==> config.mk <==
export PLATFORM = sky130hd
export DESIGN_NAME = button_event_arbiter_flat
export DESIGN_NICKNAME = d
export VERILOG_FILES = /design/src/rtl/button_event_arbiter_pkg.sv /design/src/rtl/button_event_arbiter_if.sv /design/src/rtl/button_event_arbiter_debounce.sv /design/src/rtl/button_event_arbiter.sv /design/src/flat_wrapper.sv
export SDC_FILE = /design/constraint.sdc
export NUM_CORES = 1
export LEC_CHECK = 0
export CAP_MARGIN = 20
export CORE_UTILIZATION = 55
export DETAILED_ROUTE_END_ITERATION = 8
export DONT_BUFFER_PORTS = 1
export PLACE_DENSITY = 0.68
export SYNTH_ARGS = -nofsm -noshare
export SYNTH_HDL_FRONTEND = slang
export SYNTH_SLANG_ARGS = --single-unit
==> constraint.sdc <==
create_clock -name clk -period 3 [get_ports clk]
set_input_delay 0.6 -clock clk [delete_from_list [all_inputs] [get_ports clk]]
set_output_delay 0.6 -clock clk [all_outputs]
set_load 0.01 [all_outputs]
==> src/rtl/button_event_arbiter_pkg.sv <==
// Shared types and defaults for the button event arbiter.
package btn_arb_pkg;

  typedef enum logic {
    ARB_IDLE  = 1'b0,
    ARB_OFFER = 1'b1
  } arb_state_t;

  // 50 us of stability at a 20 ns clock
  localparam int DEFAULT_DELAY_VAL = 2500;

endpackage

==> src/rtl/button_event_arbiter_if.sv <==
// Event handshake between the arbiter (master) and its consumer (slave).
interface btn_evt_if #(
  parameter int IDW = 2
) ();
  logic           evt_valid;
  logic           evt_ready;
  logic [IDW-1:0] evt_id;

  modport master (output evt_valid, output evt_id, input  evt_ready);
  modport slave  (input  evt_valid, input  evt_id, output evt_ready);
endinterface

==> src/rtl/button_event_arbiter_debounce.sv <==
// One button channel: 2-flop synchroniser, stability counter, press pulse on stable 0->1.
module btn_debounce_ch
  import btn_arb_pkg::*;
#(
  parameter int DELAY_VAL = DEFAULT_DELAY_VAL
) (
  input  logic clk,
  input  logic rst,
  input  logic btn_raw,
  output logic press
);
  localparam int CW = $clog2(DELAY_VAL + 1);

  logic [1:0]    r_sync;
  logic          r_cand;
  logic          r_stable;
  logic          r_stable_d;
  logic [CW-1:0] r_cnt;

  always_ff @(posedge clk or posedge rst) begin
    if (rst) begin
      r_sync     <= '0;
      r_cand     <= 1'b0;
      r_stable   <= 1'b0;
      r_stable_d <= 1'b0;
      r_cnt      <= '0;
    end else begin
      r_sync     <= {r_sync[0], btn_raw};
      r_stable_d <= r_stable;
      // Any change restarts the stability window; the counter parks at DELAY_VAL
      if (r_sync[1] != r_cand) begin
        r_cand <= r_sync[1];
        r_cnt  <= '0;
      end else if (r_cnt == CW'(DELAY_VAL)) begin
        r_stable <= r_cand;
      end else begin
        r_cnt <= r_cnt + 1'b1;
      end
    end
  end

  assign press = r_stable & ~r_stable_d;

endmodule

==> src/rtl/button_event_arbiter.sv <==
// Debounced button press events, round-robin arbitrated onto a valid/ready handshake
// with per-channel sticky overrun flags.
module button_event_arbiter
  import btn_arb_pkg::*;
#(
  parameter int N_BTN     = 4,
  parameter int DELAY_VAL = DEFAULT_DELAY_VAL
) (
  input  logic             clk,
  input  logic             rst,
  input  logic [N_BTN-1:0] buttons,
  input  logic [N_BTN-1:0] enable_mask,
  input  logic             overrun_clr,
  output logic [N_BTN-1:0] overrun,
  btn_evt_if.master        evt
);
  localparam int IDW = $clog2(N_BTN);

  logic [N_BTN-1:0] w_press;
  logic [N_BTN-1:0] w_set;
  logic [N_BTN-1:0] w_clr;
  logic [N_BTN-1:0] r_pend;
  logic [N_BTN-1:0] r_overrun;
  logic [IDW-1:0]   r_evt_id;
  logic [IDW-1:0]   r_last_id;
  logic [IDW-1:0]   w_pick;
  logic             w_hit;
  logic             r_evt_valid;
  logic             w_accept;
  arb_state_t       r_state;
  arb_state_t       w_state_nxt;

  for (genvar g = 0; g < N_BTN; g++) begin : g_ch
    btn_debounce_ch #(.DELAY_VAL(DELAY_VAL)) u_db (
      .clk     (clk),
      .rst     (rst),
      .btn_raw (buttons[g]),
      .press   (w_press[g])
    );
  end

  assign w_accept = r_evt_valid & evt.evt_ready;
  assign w_set    = w_press & enable_mask;

  always_comb begin
    w_clr = '0;
    if (w_accept) w_clr[r_evt_id] = 1'b1;
  end

  // Round-robin: first pending channel above the last one served, wrapping
  always_comb begin
    w_pick = '0;
    w_hit  = 1'b0;
    for (int k = 1; k <= N_BTN; k++) begin
      if (!w_hit && r_pend[(int'(r_last_id) + k) % N_BTN]) begin
        w_pick = IDW'((int'(r_last_id) + k) % N_BTN);
        w_hit  = 1'b1;
      end
    end
  end

  always_ff @(posedge clk or posedge rst) begin
    if (rst) r_state <= ARB_IDLE;
    else     r_state <= w_state_nxt;
  end

  always_comb begin
    w_state_nxt = r_state;
    case (r_state)
      ARB_IDLE:  if (|r_pend)  w_state_nxt = ARB_OFFER;
      ARB_OFFER: if (w_accept) w_state_nxt = ARB_IDLE;
      default:                 w_state_nxt = ARB_IDLE;
    endcase
  end

  always_ff @(posedge clk or posedge rst) begin
    if (rst) begin
      r_evt_valid <= 1'b0;
      r_evt_id    <= '0;
      r_last_id   <= IDW'(N_BTN - 1);
      r_pend      <= '0;
      r_overrun   <= '0;
    end else begin
      r_evt_valid <= (w_state_nxt == ARB_OFFER);
      if (r_state == ARB_IDLE && w_state_nxt == ARB_OFFER) r_evt_id <= w_pick;
      if (w_accept) r_last_id <= r_evt_id;
      // A press coinciding with its own acceptance re-arms pend without overrun
      r_pend    <= w_set | (r_pend & ~w_clr);
      r_overrun <= (w_set & r_pend & ~w_clr) | (overrun_clr ? '0 : r_overrun);
    end
  end

  assign evt.evt_valid = r_evt_valid;
  assign evt.evt_id    = r_evt_id;
  assign overrun       = r_overrun;

endmodule

==> src/flat_wrapper.sv <==
// flat-port wrapper written by rule: the top's interface ports become plain ports
module button_event_arbiter_flat import btn_arb_pkg::*;
#(
  parameter int N_BTN     = 4,
  parameter int DELAY_VAL = DEFAULT_DELAY_VAL
)
  (clk, rst, buttons, enable_mask, overrun_clr, overrun, evt_evt_valid, evt_evt_id, evt_evt_ready);
  btn_evt_if #(.IDW((2))) evt_i ();
  input  logic clk;
  input  logic rst;
  input  logic [N_BTN-1:0] buttons;
  input  logic [N_BTN-1:0] enable_mask;
  input  logic overrun_clr;
  output logic [N_BTN-1:0] overrun;
  output wire logic [$bits(evt_i.evt_valid)-1:0] evt_evt_valid;
  output wire logic [$bits(evt_i.evt_id)-1:0] evt_evt_id;
  input wire logic [$bits(evt_i.evt_ready)-1:0] evt_evt_ready;
  assign evt_evt_valid = evt_i.evt_valid;
  assign evt_evt_id = evt_i.evt_id;
  assign evt_i.evt_ready = evt_evt_ready;
  button_event_arbiter #(.N_BTN(N_BTN), .DELAY_VAL(DELAY_VAL)) u_core (.clk(clk), .rst(rst), .buttons(buttons), .enable_mask(enable_mask), .overrun_clr(overrun_clr), .overrun(overrun), .evt(evt_i));
endmodule
==> results.yml <==
clock_tree:
  postCtsSetupBuffers: 0
  cts-root-buf: "clkbuf_8"
  holdBufCountCts: 0
  insertion_delay_ns: 0.34
  clk_pin_slew_ns: 0.08
  cts_resized: 0
  cts.sinks: 81
  h-tree-depth: 3
  clock_path_buffers: 2
  cts_tree: "built"
  cts_buffers: 9
yosys:
  seq_area_frac_synth_pct: 55.0
  synthesis.nets: 374
  synthCells: 354
  ys_types: 43
  synth_most_common_cell: "dfrtp_1"
  synth_common_cells: "dfrtp_1 (79), nor2_1 (40), nand2_1 (30)"
  synthTopCellsByArea: "dfrtp_1 (54%), xor2_1 (5.7%), nor2_1 (4.1%)"
  synth_top_cell_by_area: "dfrtp_1"
  synth-edff-count: 0
  synth-warning-count: 0
  ys_ff_latch: 81
  postSynth.asyncResetShare_pct: 100
  postSynthAreaPerCell_um2: 10.4
  synthDominantCellAreaShare_pct: 53.6
  syn_area_um2: 3690
  ys.flop_type: "dfrtp_1"
critical_path:
  start_kind: "flop"
  crit_path_end_kind: "flop"
  r2r_cells: 6
  slowest_delay_ns: 0.43
  path_max_fanout: 6
  cp.arrival_ns: 1.77
  path_cells: "inv_1, ha_1, nor4bb_1, nand3_2, or3b_1, a21oi_1"
  path_class: "reg -> reg"
  crit_required_ns: 3.19
  cpMaxStageDelayCell: "dfrtp_1"
grt:
  grt_use_met1_pct: 27.2
  busiest_layer: "met2"
  grt_max_degree: 46
  overflow: 0
  grtUsageMet3_pct: 6.82
  grt_pass1_wl_um: 11200
  grt_pass1_vias: 2450
  grt_util_met2_pct: 30.3
  gr-usage-all-layers_pct: 19.9
  antenna_found_initial: 0
detailed_routing:
  drc: 4
  routed_wl_um: 6140
  post_drt_wl_per_cell_um: 14.0
  vias: 2478
  ant_nets: 0
  viasPerCell: 5.67
  first_pass_iters: 8
  drt_iter0_drc: 118
placed_design:
  hpwl_um: 4180
  place_area_um2: 3760
  numPlacedInstances: 421
  place_congestion: 0.877
  place_ws_ns: 1.43
  portBuffers: 0
timing:
  maxSlewHeadroom_pct: 38.7
  fin_ws_ns: 1.43
  timing.hold.ws_ns: 0.193
  slew_viol_final: 0
  fin_crit_sh_pct: 52.5
  rsz0062_at_grt: "no"
  max_slew.worst_pin.slew_ns: 0.917
  finalHoldViolCount: 0
  period_minus_slack_ns: 1.57
  fin_tns_setup_ns: 0
  setup-violations-final: 0
  fmax_mhz: 635
  fin_skew_ns: 0.0102
final_layout:
  final_util_pct: 62.2
  layout.cells.non_filler: 437
  diodes: 0
  layout-drive-gt1-share_pct: 8.06
  design_area_um2: 4000
  fill_cells: 545
  layout.nets: 375
  synthToLayoutAreaGrowth_pct: 8.42
power:
  finalPower_mw: 2.20
  ir_drop_mv: 0.453
  power_density_nw_per_um2: 549
  p_leak_nw: 1.80
floorplanning:
  die-area_um2: 7040
  die_w_um: 83.9
  core-area_um2: 6420
  pin_count: 19
  die_h_um: 83.9
  start_util_pct: 57.4
  rows: 29
flow_run:
  drv_cap: 0
worst_hold_path:
  min_path_type: "in -> async"
outcome:
  status: "complete, but fails checks"
  violations: "design-rule violations"
## logic make-up (layout without fill, tap and decap cells)
logic type,after synthesis,count (layout),synth area share (%)
AOI/OAI and AO/OA,51,51,8.38
xor gates and xnor gates,35,35,8.31
adders and majority gates,8,8,2.71
buffers and inverters,29,35,3.02
DFF,81,81,55.0
muxes,6,6,1.63
and+or+nand+nor,144,144,20.9
## area by class of cell
cell class | count | area, µm² | area share [%]
repair buffers | 1 | 20.0 | 0.501
clock inverters | 5 | 85.1 | 2.13
clock buffers | 11 | 151 | 3.79
flip-flops and latches | 81 | 2030 | 50.8
well taps | 77 | 96.3 | 2.41
inverters | 18 | 68.8 | 1.72
multi-input cells | 244 | 1550 | 38.7
## metal layers
metal	vias to the layer above	routed length [µm]
met1	1200	3080
met3	4	344
met4	0	51
met5	-	0
met2	45	2660
li1	1229	-
## critical path, delay by kind of cell, from the launching register on
kind | cells | cell delay, ns
buffers and inverters | 1 | 0.08
flip-flops | 1 | 0.43
AO/OA/AOI/OAI | 1 | 0.06
AND/OR/NAND/NOR | 3 | 0.73
adder cells (fa/ha/maj) | 1 | 0.13
## path summary, 6_finish.rpt
kind | slack (ns) | to | startpoint
worst min register to register | 0.36 | u_core.g_ch[1].u_db.r_sync[1] | u_core.g_ch[1].u_db.r_sync[0]
max in group asynchronous | 2.16 | u_core.overrun[3] | rst
worst min-delay path | 0.19 | u_core.g_ch[0].u_db.r_sync[0] | rst
worst max register to register | 1.43 | u_core.g_ch[2].u_db.r_cnt[3] | u_core.g_ch[2].u_db.r_cnt[0]
min in group clk | 0.27 | u_core.g_ch[0].u_db.r_sync[0] | buttons[0]
worst max-delay path | 1.43 | u_core.g_ch[2].u_db.r_cnt[3] | u_core.g_ch[2].u_db.r_cnt[0]
## placed cells by master, fill, tap and decap left out, types with 6 or more instances in the layout
cell type,synthesis,routed
mux2i_1,6,6
o21ai_0,15,15
xnor2_1,11,11
nor2_1,40,40
a21oi_1,11,11
nor3_1,6,6
or3_1,6,6
xor2_1,24,24
ha_1,8,8
inv_1,18,17
nand3_1,22,22
nand4_1,8,8
nand2_1,30,30
dfrtp_1,79,79
clkbuf_8,0,11
a31oi_1,6,6
## flip-flops by register name, indices dropped and copies added, names as in the netlist, 4 cells and up
signal,count
u_core.g_ch.u_db.r_cand,4
u_core.overrun,4
u_core.r_pend,4
u_core.g_ch.u_db.r_sync,8
u_core.g_ch.u_db.r_stable,4
u_core.g_ch.u_db.r_stable_d,4
u_core.g_ch.u_db.r_cnt,48
## report_power, final
part,switching [mW],leakage (nW),internal (mW)
clock network,0.389,0.116,0.518
registers,0.0412,1.09,1.12
logic,0.0756,0.593,0.0467
total,0.505,1.80,1.69
Power figures use the tool's default switching activity.
